<file path="src/rtl/err_calc_if.sv">
// Loader-side bus of the residual calculator. The loader drives the sample stream and the
// coefficients, and the calculator returns residuals and the run status.
interface err_calc_if #(
  parameter int unsigned W = 20
);
  logic         en_err;
  logic [W-1:0] inx;
  logic [W-1:0] iny;
  logic         cout;
  logic [W-1:0] b0;
  logic [W-1:0] b1;
  logic [W-1:0] err_out;
  logic         err_valid;
  logic         err_done;
  logic [7:0]   err_cnt;
  logic [27:0]  abs_sum;

  modport master (
    output en_err, inx, iny, cout, b0, b1,
    input  err_out, err_valid, err_done, err_cnt, abs_sum
  );

  modport slave (
    input  en_err, inx, iny, cout, b0, b1,
    output err_out, err_valid, err_done, err_cnt, abs_sum
  );
endinterface

</file>
<file path="src/rtl/err_calc.sv">
// Residual calculator: err = y - (b0 + b1*x) in signed Q10.10 for each streamed sample,
// with a two-stage pipeline, a saturating sum of |err| and a done pulse back to the loader.
module err_calc #(
  parameter int unsigned W    = 20,
  parameter int unsigned FRAC = 10
) (
  input logic       clk,
  input logic       rst,
  err_calc_if.slave bus
);

  typedef enum logic [2:0] {
    StIdle, StRun, StDrain1, StDrain2, StDone, StWaitLow
  } state_e;

  localparam int unsigned SumW = 28;
  localparam logic signed [W+1:0] ResMax = (W+2)'((1 << (W-1)) - 1);
  localparam logic signed [W+1:0] ResMin = ~ResMax;
  localparam logic [SumW-1:0] SumMax = '1;

  state_e              state_q;
  logic                done_q;
  logic signed [W-1:0] b0_q, b1_q;
  logic signed [W-1:0] y1_q, prod_q;
  logic                v1_q;
  logic signed [W-1:0] out_q;
  logic                valid_q;
  logic [7:0]          cnt_q;
  logic [SumW-1:0]     sum_q;

  logic                  accept, start;
  logic signed [W-1:0]   b1_sel;
  logic signed [2*W-1:0] b1_ext, x_ext;
  logic signed [W+1:0]   res;
  logic signed [W-1:0]   res_sat;
  logic [W-1:0]          res_abs;
  logic [SumW:0]         sum_ext;

  // Sample acceptance and run start decode.
  always_comb begin
    accept = bus.en_err && (state_q == StIdle || state_q == StRun);
    start  = bus.en_err && (state_q == StIdle);
  end

  // Residual datapath: coefficient select, widened subtraction, saturation, magnitude, sum.
  always_comb begin
    // The first sample of a run multiplies by the coefficient being latched in the same cycle.
    b1_sel = (state_q == StIdle) ? $signed(bus.b1) : b1_q;
    b1_ext = {{W{b1_sel[W-1]}}, b1_sel};
    x_ext  = {{W{bus.inx[W-1]}}, bus.inx};
    res    = {{2{y1_q[W-1]}}, y1_q} - {{2{b0_q[W-1]}}, b0_q} - {{2{prod_q[W-1]}}, prod_q};
    if (res > ResMax) begin
      res_sat = ResMax[W-1:0];
    end else if (res < ResMin) begin
      res_sat = ResMin[W-1:0];
    end else begin
      res_sat = res[W-1:0];
    end
    // Unsigned W bits hold 2^(W-1), so the most negative residual has an exact magnitude.
    res_abs = res_sat[W-1] ? (~res_sat + 1'b1) : res_sat;
    sum_ext = {1'b0, sum_q} + {{(SumW+1-W){1'b0}}, res_abs};
  end

  // Run control FSM with registered done pulse and coefficient holding registers.
  always_ff @(posedge clk) begin
    if (rst) begin
      state_q <= StIdle;
      done_q  <= 1'b0;
      b0_q    <= '0;
      b1_q    <= '0;
    end else begin
      done_q <= 1'b0;
      case (state_q)
        StIdle: begin
          if (start) begin
            b0_q    <= $signed(bus.b0);
            b1_q    <= $signed(bus.b1);
            state_q <= bus.cout ? StDrain1 : StRun;
          end
        end
        StRun: begin
          if (!bus.en_err) begin
            state_q <= StIdle;
          end else if (bus.cout) begin
            state_q <= StDrain1;
          end
        end
        StDrain1: state_q <= StDrain2;
        StDrain2: begin
          state_q <= StDone;
          done_q  <= 1'b1;
        end
        StDone:   state_q <= StWaitLow;
        StWaitLow: begin
          if (!bus.en_err) begin
            state_q <= StIdle;
          end
        end
        default:  state_q <= StIdle;
      endcase
    end
  end

  // Two-stage pipeline plus residual count and saturating magnitude sum.
  always_ff @(posedge clk) begin
    if (rst) begin
      v1_q    <= 1'b0;
      y1_q    <= '0;
      prod_q  <= '0;
      out_q   <= '0;
      valid_q <= 1'b0;
      cnt_q   <= '0;
      sum_q   <= '0;
    end else begin
      // An abort stops new samples entering; the sample already in stage 1 still completes.
      v1_q    <= accept;
      valid_q <= v1_q;
      if (accept) begin
        y1_q   <= $signed(bus.iny);
        // Only the Q10.10 integer-aligned slice of the product feeds the residual.
        prod_q <= W'((b1_ext * x_ext) >>> FRAC);
      end
      if (v1_q) begin
        out_q <= res_sat;
        cnt_q <= cnt_q + 8'd1;
        sum_q <= sum_ext[SumW] ? SumMax : sum_ext[SumW-1:0];
      end
      if (start) begin
        cnt_q <= '0;
        sum_q <= '0;
      end
    end
  end

  assign bus.err_out   = out_q;
  assign bus.err_valid = valid_q;
  assign bus.err_done  = done_q;
  assign bus.err_cnt   = cnt_q;
  assign bus.abs_sum   = sum_q;

endmodule

</file>
<file path="src/flat_wrapper.sv">
// flat-port wrapper written by rule: the top's interface ports become plain ports
module err_calc_flat 
#(
  parameter int unsigned W    = 20,
  parameter int unsigned FRAC = 10
)
  (clk, rst, bus_en_err, bus_inx, bus_iny, bus_cout, bus_b0, bus_b1, bus_err_out, bus_err_valid, bus_err_done, bus_err_cnt, bus_abs_sum);
  err_calc_if #(.W(W)) bus_i ();
  input logic clk;
  input logic rst;
  input wire logic [$bits(bus_i.en_err)-1:0] bus_en_err;
  input wire logic [$bits(bus_i.inx)-1:0] bus_inx;
  input wire logic [$bits(bus_i.iny)-1:0] bus_iny;
  input wire logic [$bits(bus_i.cout)-1:0] bus_cout;
  input wire logic [$bits(bus_i.b0)-1:0] bus_b0;
  input wire logic [$bits(bus_i.b1)-1:0] bus_b1;
  output wire logic [$bits(bus_i.err_out)-1:0] bus_err_out;
  output wire logic [$bits(bus_i.err_valid)-1:0] bus_err_valid;
  output wire logic [$bits(bus_i.err_done)-1:0] bus_err_done;
  output wire logic [$bits(bus_i.err_cnt)-1:0] bus_err_cnt;
  output wire logic [$bits(bus_i.abs_sum)-1:0] bus_abs_sum;
  assign bus_i.en_err = bus_en_err;
  assign bus_i.inx = bus_inx;
  assign bus_i.iny = bus_iny;
  assign bus_i.cout = bus_cout;
  assign bus_i.b0 = bus_b0;
  assign bus_i.b1 = bus_b1;
  assign bus_err_out = bus_i.err_out;
  assign bus_err_valid = bus_i.err_valid;
  assign bus_err_done = bus_i.err_done;
  assign bus_err_cnt = bus_i.err_cnt;
  assign bus_abs_sum = bus_i.abs_sum;
  err_calc #(.W(W), .FRAC(FRAC)) u_core (.clk(clk), .rst(rst), .bus(bus_i));
endmodule
</file>
<file path="config.mk">
export PLATFORM = sky130hd
export DESIGN_NAME = err_calc_flat
export DESIGN_NICKNAME = d
export VERILOG_FILES = /design/src/rtl/err_calc_if.sv /design/src/rtl/err_calc.sv /design/src/flat_wrapper.sv
export SDC_FILE = /design/constraint.sdc
export NUM_CORES = 1
export LEC_CHECK = 0
export CAP_MARGIN = 20
export CORE_MARGIN = 5
export CORE_UTILIZATION = 62
export DETAILED_ROUTE_END_ITERATION = 7
export GPL_ROUTABILITY_DRIVEN = 0
export PLACE_DENSITY = 0.83
export SYNTH_ARGS = -nofsm -noshare
export SYNTH_HDL_FRONTEND = slang
export SYNTH_SLANG_ARGS = --single-unit
</file>
<file path="constraint.sdc">
create_clock -name clk -period 10.15 [get_ports clk]
set_input_delay 2.03 -clock clk [delete_from_list [all_inputs] [get_ports clk]]
set_output_delay 2.03 -clock clk [all_outputs]
set_load 0.02 [all_outputs]
</file>
==> key figures, run 1 <==
Global routing
  – GRT Total Usage: 29.1%
  – Number of global-route vias before repair: 17800
  – M2 GR Usage: 50.8%
  – Initial antenna violation count: 0
  – Met1 Resource Use GR: 35.4%
  – Global-route wire length before repair: 86.0 mm
  – Grt ovf: 0
  – GRT busiest layer: met2
  – Met3 Use GR: 4.43%
  – Pin count of the biggest net entering global routing: 91

Critical path
  – Crit-path most repeated cell: o21ai_0
  – Worst R2R Setup Slack: 0.54 ns
  – CP max stage delay: 0.70 ns
  – Worst Path Buf+Inv: 1
  – Crit path max-delay family: compound AO/OA/AOI/OAI gates
  – Crit path max fanout: 10
  – Slowest stage cell, crit path: or4b_2
  – Worst Setup End Kind: flop
  – Startpoint Class: flop
  – Crit Path Class: flop to flop
  – WP data required: 10.45 ns
  – Critical path arrival: 9.91 ns

Logic synthesis
  – Top area cells in the synthesized netlist: fa_1 31%, dfxtp_1 14%, ha_1 9.8%, inv_1 7.1%, nand2_1 6.5%
  – Syn. warnings: 0
  – Netlist Area Pre-Place: 0.0202 mm2
  – EDFF count, synth: 0
  – Netlist cell types: 68
  – Prevailing post-synth register cell: dfxtp_1
  – Asr flop ratio synth: 0%
  – Syn Area/Cell: 8.41 um2
  – Largest area contributor in the netlist: fa_1
  – #FFs+latches synth: 142
  – Most common cell in the netlist: inv_1
  – Synth Net Count: 2956
  – Sequential area share after synthesis: 14.1%
  – Top post-synthesis cells by count: 381 x inv_1, 348 x nand2_1, 312 x fa_1
  – Cells after synthesis: 2402
  – Area share of the largest cell type after synthesis: 30.9%

CTS
  – Total CTS buffers: 17
  – CTS sink count: 142
  – Hold-fix buffers, CTS: 0
  – H-tree levels: 4
  – Largest buffer count on any clock path: 2
  – Clk root buf: clkbuf_16
  – CTS clock-pin slew for the worst setup and hold paths: 0.06 ns
  – Clk_lat worst skew: 0.44 ns
  – TritonCTS clock tree: yes

Hold path
  – Hold Crit Class: flop to flop

Route
  – Routed Wire Length: 51.9 mm
  – DRT iter0 DRCs: 1302
  – Vias per cell: 5.75
  – Vias: 16800
  – Router iterations before antenna repair: 6
  – Remaining DRCs: 0
  – Wire per inst: 17.8 um
  – Post-route ant nets: 0

Timing
  – Max Fclk: 104 MHz
  – Worst slew pin tran: 1.06 ns
  – Unrepaired setup endpoints after global routing: no
  – Setup violators final: 0
  – Final Max Tran Viols: 0
  – Final worst slack: 0.540 ns
  – Fin. Hold Viols: 0
  – Clock skew: 0.0148 ns
  – Final Cycle Share: 94.7%
  – Setup TNS: 0 ns
  – Rel. slew slack: 29.5%
  – Min Tclk post-route: 9.61 ns
  – WHS: 0.451 ns

Place
  – Final HPWL DP: 41.5 mm
  – Port Buffers: 141
  – Pre-CTS setup slack: 0.333 ns

Floorplan
  – Core Area: 0.0324 mm2
  – Num rows: 66
  – Die width: 190 um
  – Die area: 0.0363 mm2
  – Die Y: 190 um
  – Initial Util: 62.4%
  – Io pins: 142

Layout
  – Fin nets: 3024
  – Fraction of layout cells with a size suffix above 1: 4.55%
  – Synthesis-to-layout area growth: 11.8%
  – Layout Utilization: 69.8%
  – Ant diodes: 0
  – Fill cells: 2549

Job
  – Maxcap violations: 0

Run status
  – Status: completed
-- cells by family (layout without fill, tap and decap cells) --
group	Yosys count	after routing	synth area share [%]
flip-flops	142	142	14.1
AO/OA/AOI/OAI	378	378	11.2
buffers and inverters	500	581	9.34
AND/OR/NAND/NOR	778	778	18.4
XOR/XNOR	111	111	4.97
adder cells (fa/ha/maj)	470	470	40.7
multiplexers	23	23	1.26
-- through the flow --
stage | cells | instance area, um2
5_1_grt | 2925 | 22600
6_report | 2925 | 22600
4_1_cts | 2922 | 22500
3_5_place_dp | 2890 | 21900
2_1_floorplan | 2402 | 20200
3_3_place_gp | 2890 | 21900
-- path summary, 6_finish.rpt --
kind                                      start                                  end  depth (start not counted)
hold / removal    u_core.prod_q[4]$_SDFFE_PP0P_        u_core.prod_q[4]$_SDFFE_PP0P_                          2
setup reg to reg    u_core.b0_q[1]$_SDFFE_PP0P_  u_core.bus.abs_sum[26]$_SDFFE_PP0P_                         39
setup / recovery    u_core.b0_q[1]$_SDFFE_PP0P_  u_core.bus.abs_sum[26]$_SDFFE_PP0P_                         39
hold reg to reg   u_core.prod_q[4]$_SDFFE_PP0P_        u_core.prod_q[4]$_SDFFE_PP0P_                          2
-- tightest hold or removal path: cells and delay by family, from the launching register on --
kind	cells	cell delay, ns
simple gates	1	0.05
flops	1	0.31
compound gates	1	0.05
-- registers in the layout, indices dropped and copies added (netlist names) --
| register | count |
|---|---|
| u_core.b0_q | 20 |
| u_core.b1_q | 20 |
| u_core.bus.err_cnt | 8 |
| u_core.prod_q | 20 |
| u_core.bus.err_done | 1 |
| u_core.bus.err_valid | 1 |
| u_core.state_q | 3 |
| u_core.v1_q | 1 |
| u_core.y1_q | 20 |
| u_core.bus.abs_sum | 28 |
| u_core.bus.err_out | 20 |
-- layer usage --
layer	up-vias	part of all wire, %	routed length [um]
li1	7707	-	-
met1	8296	39	20000
met2	658	50	25900
met3	150	6.7	3480
met4	0	4.9	2530
met5	-	0	0
-- area by class of cell --
cell class / count / area (um2) / share of cell area [%]
multi-input combinational: 1760 / 15500 / 68.7
sequential: 142 / 2840 / 12.6
timing repair buffer: 168 / 1610 / 7.13
inverter: 381 / 1430 / 6.33
tap: 442 / 553 / 2.45
clock buffer: 19 / 433 / 1.92
clock inverter: 13 / 200 / 0.886
-- repair_timing --
item,4_1_cts,5_1_grt
setup buffers,0,2
gates resized for setup,0,10
endpoints found under the setup margin,0,28
-- layout by cell type, fill, tap and decap left out, types with 41 or more instances in the layout --
| cell | n |
|---|---|
| dfxtp_1 | 141 |
| nand2_1 | 348 |
| a21oi_1 | 182 |
| inv_1 | 381 |
| o21ai_0 | 62 |
| fa_1 | 312 |
| ha_1 | 157 |
| nor2_1 | 101 |
| clkdlybuf4s50_1 | 140 |
| xnor2_1 | 67 |
| and2_1 | 188 |
| xor2_1 | 41 |
Power of run 1 is not shown: default switching activity piles up to over one toggle a cycle in this logic, so the estimate is an artifact.
==> run 2, diff against run 1 <==
--- a/config.mk
+++ b/config.mk
@@ -11,6 +11,7 @@
 export DETAILED_ROUTE_END_ITERATION = 7
 export GPL_ROUTABILITY_DRIVEN = 0
 export PLACE_DENSITY = 0.83
+export SETUP_SLACK_MARGIN = 0.2
 export SYNTH_ARGS = -nofsm -noshare
 export SYNTH_HDL_FRONTEND = slang
 export SYNTH_SLANG_ARGS = --single-unit
==> key figures, run 2 (same netlist as run 1, synthesis figures left out) <==
Place
  – Final HPWL DP: 41.5 mm (unchanged)
  – Port Buffers: 141 (unchanged)
  – DP Area: 0.0219 mm2 (unchanged)

Hold path
  – Hold depth: 2 (unchanged)
  – Hold Crit Class: flop to flop (unchanged)

Route
  – Router iterations before antenna repair: 6 (unchanged)
  – Routed Wire Length: 51.9 mm (about the same)
  – Post-route ant nets: 0 (unchanged)
  – Top Metal Used: met4 (unchanged)
  – Met1 Wirelength: 19.9 mm (was 20.0 mm)
  – Vias per cell: 5.75 (about the same)
  – Remaining DRCs: 0 (unchanged)
  – Wire per inst: 17.7 um (was 17.8 um)
  – Vias: 16800 (about the same)
  – Met3 wire len: 3.59 mm (was 3.48 mm)
  – WL met2: 25.9 mm (about the same)
  – DRT iter0 DRCs: 1330 (was 1302)

Layout
  – Fraction of layout cells with a size suffix above 1: 4.71% (was 4.55%)
  – Most common cell after layout, fill and taps aside: inv_1 (unchanged)
  – Fill cells: 2536 (was 2549)
  – Synthesis-to-layout area growth: 12.0% (was 11.8%)
  – Final Instance Area: 0.0226 mm2 (about the same)
  – Ant diodes: 0 (unchanged)
  – Max reg flops: 28 (unchanged)
  – Most frequent cells in the layout: 381 x inv_1, 348 x nand2_1, 312 x fa_1, 188 x and2_1, 181 x a21oi_1 (was 381 x inv_1, 348 x nand2_1, 312 x fa_1, 188 x and2_1, 182 x a21oi_1)
  – Fin nets: 3024 (unchanged)
  – Register area: 0.00284 mm2 (unchanged)
  – Area of the multi-input gates: 0.0155 mm2 (about the same)

CTS
  – TritonCTS clock tree: yes (unchanged)
  – Clk root buf: clkbuf_16 (unchanged)
  – Total CTS buffers: 17 (unchanged)
  – Hold-fix buffers, CTS: 0 (unchanged)
  – CTS sink count: 142 (unchanged)
  – Clk_lat worst skew: 0.44 ns (about the same)
  – CTS clock-pin slew for the worst setup and hold paths: 0.06 ns (about the same)
  – H-tree levels: 4 (unchanged)
  – Largest buffer count on any clock path: 2 (unchanged)

Critical path
  – Crit Path Class: flop to flop (unchanged)
  – Worst R2R Setup Slack: 0.72 ns (was 0.54 ns)
  – R2r startpoint: u_core.y1_q[0]$_SDFFE_PP0P_ (was u_core.b0_q[1]$_SDFFE_PP0P_)
  – CP max stage delay: 0.70 ns (about the same)
  – R2r worst-path depth: 41 (was 39)
  – Startpoint Class: flop (unchanged)
  – FF-to-FF End: u_core.bus.abs_sum[26]$_SDFFE_PP0P_ (unchanged)
  – Critical path arrival: 9.73 ns (was 9.91 ns)
  – Slowest stage cell, crit path: or4b_2 (unchanged)
  – Crit-path most repeated cell: a21oi_1 (was o21ai_0)
  – Worst setup path endpoint: u_core.bus.abs_sum[26]$_SDFFE_PP0P_ (unchanged)
  – Critical path origin: u_core.y1_q[0]$_SDFFE_PP0P_ (was u_core.b0_q[1]$_SDFFE_PP0P_)
  – Crit path max fanout: 10 (unchanged)
  – WP data required: 10.45 ns (about the same)
  – Worst Setup End Kind: flop (unchanged)

Floorplan
  – Die area: 0.0363 mm2 (unchanged)
  – Initial Util: 62.4% (unchanged)
  – Num rows: 66 (unchanged)
  – Die width: 190 um (unchanged)
  – Die Y: 190 um (unchanged)
  – Core Area: 0.0324 mm2 (unchanged)
  – Io pins: 142 (unchanged)

Timing
  – Fin. Hold Viols: 0 (unchanged)
  – Clock skew: 0.0156 ns (was 0.0148 ns)
  – Max Fclk: 106 MHz (was 104 MHz)
  – Unrepaired setup endpoints after global routing: no (unchanged)
  – Final Max Tran Viols: 0 (unchanged)
  – Rel. slew slack: 32.6% (was 29.5%)
  – Min Tclk post-route: 9.43 ns (was 9.61 ns)
  – Worst slew pin tran: 1.01 ns (was 1.06 ns)
  – Setup violators final: 0 (unchanged)
  – Final Cycle Share: 92.9% (was 94.7%)
  – Setup TNS: 0 ns (unchanged)

Global routing
  – Pin count of the biggest net entering global routing: 91 (unchanged)
  – GRT Total Usage: 29.1% (about the same)
  – Number of global-route vias before repair: 17900 (was 17800)
  – Grt ovf: 0 (unchanged)
  – Global-route wire length before repair: 86.1 mm (was 86.0 mm)
  – Initial antenna violation count: 0 (unchanged)

Job
  – Maxcap violations: 0 (unchanged)

Run status
  – Status: completed (unchanged)
-- run 2: worst max-delay path, delay by kind of cell (launching register included) --
family | cells | cell delay, ns
buffers and inverters | 1 | 0.05
flip-flops | 1 | 0.33
AND/OR/NAND/NOR | 14 | 3.34
multiplexers | 1 | 0.14
adder cells (fa/ha/maj) | 5 | 1.63
AO/OA/AOI/OAI | 18 | 3.23
XOR/XNOR | 2 | 0.56
-- run 2: final cells by class --
class | instances | share of cell area (%)
Sequential cell | 142 | 12.6
Clock buffer | 19 | 1.91
Clock inverter | 13 | 0.885
Timing Repair Buffer | 168 | 7.13
Multi-Input combinational cell | 1760 | 68.7
Inverter | 381 | 6.32
Tap cell | 442 | 2.45
-- run 2: worst min path at each step --
stage	startpoint	to	slack (ns)
5_1_grt	u_core.b1_q[12]$_SDFFE_PP0P_	u_core.b1_q[12]$_SDFFE_PP0P_	0.47
3_3_place_gp	u_core.b1_q[18]$_SDFFE_PP0P_	u_core.b1_q[18]$_SDFFE_PP0P_	0.44
4_1_cts	u_core.prod_q[4]$_SDFFE_PP0P_	u_core.prod_q[4]$_SDFFE_PP0P_	0.45
3_5_place_dp	u_core.prod_q[14]$_SDFFE_PP0P_	u_core.prod_q[14]$_SDFFE_PP0P_	0.45
2_1_floorplan	u_core.prod_q[10]$_SDFFE_PP0P_	u_core.prod_q[10]$_SDFFE_PP0P_	0.43
6_report	u_core.prod_q[4]$_SDFFE_PP0P_	u_core.prod_q[4]$_SDFFE_PP0P_	0.45
-- run 2: timing repair --
action                                  4_1_cts  5_1_grt
resized for setup                             1       16
setup buffers                                 0        2
endpoints found under the setup margin        2       28
-- run 2: through the flow --
| stage | instances | util (%) | setup slack (ns) | hold slack, ns |
|---|---|---|---|---|
| 3_3_place_gp | 2890 | 67.7 | 0.646 | 0.439 |
| 5_1_grt | 2925 | 69.9 | 0.262 | 0.473 |
| 2_1_floorplan | 2402 | - | 1.73 | 0.432 |
| 3_5_place_dp | 2890 | 67.7 | 0.333 | 0.445 |
| 6_report | 2925 | 69.9 | 0.723 | 0.451 |
| 4_1_cts | 2922 | 69.6 | 0.273 | 0.452 |
-- run 2: per-layer routing --
| layer | GRT usage, % | vias up |
|---|---|---|
| li1 | - | 7710 |
| met1 | 35.4 | 8276 |
| met2 | 50.9 | 689 |
| met3 | 4.43 | 149 |
| met4 | 13.6 | 0 |
| met5 | 0 | - |
Power of run 2 is left out for the same reason.
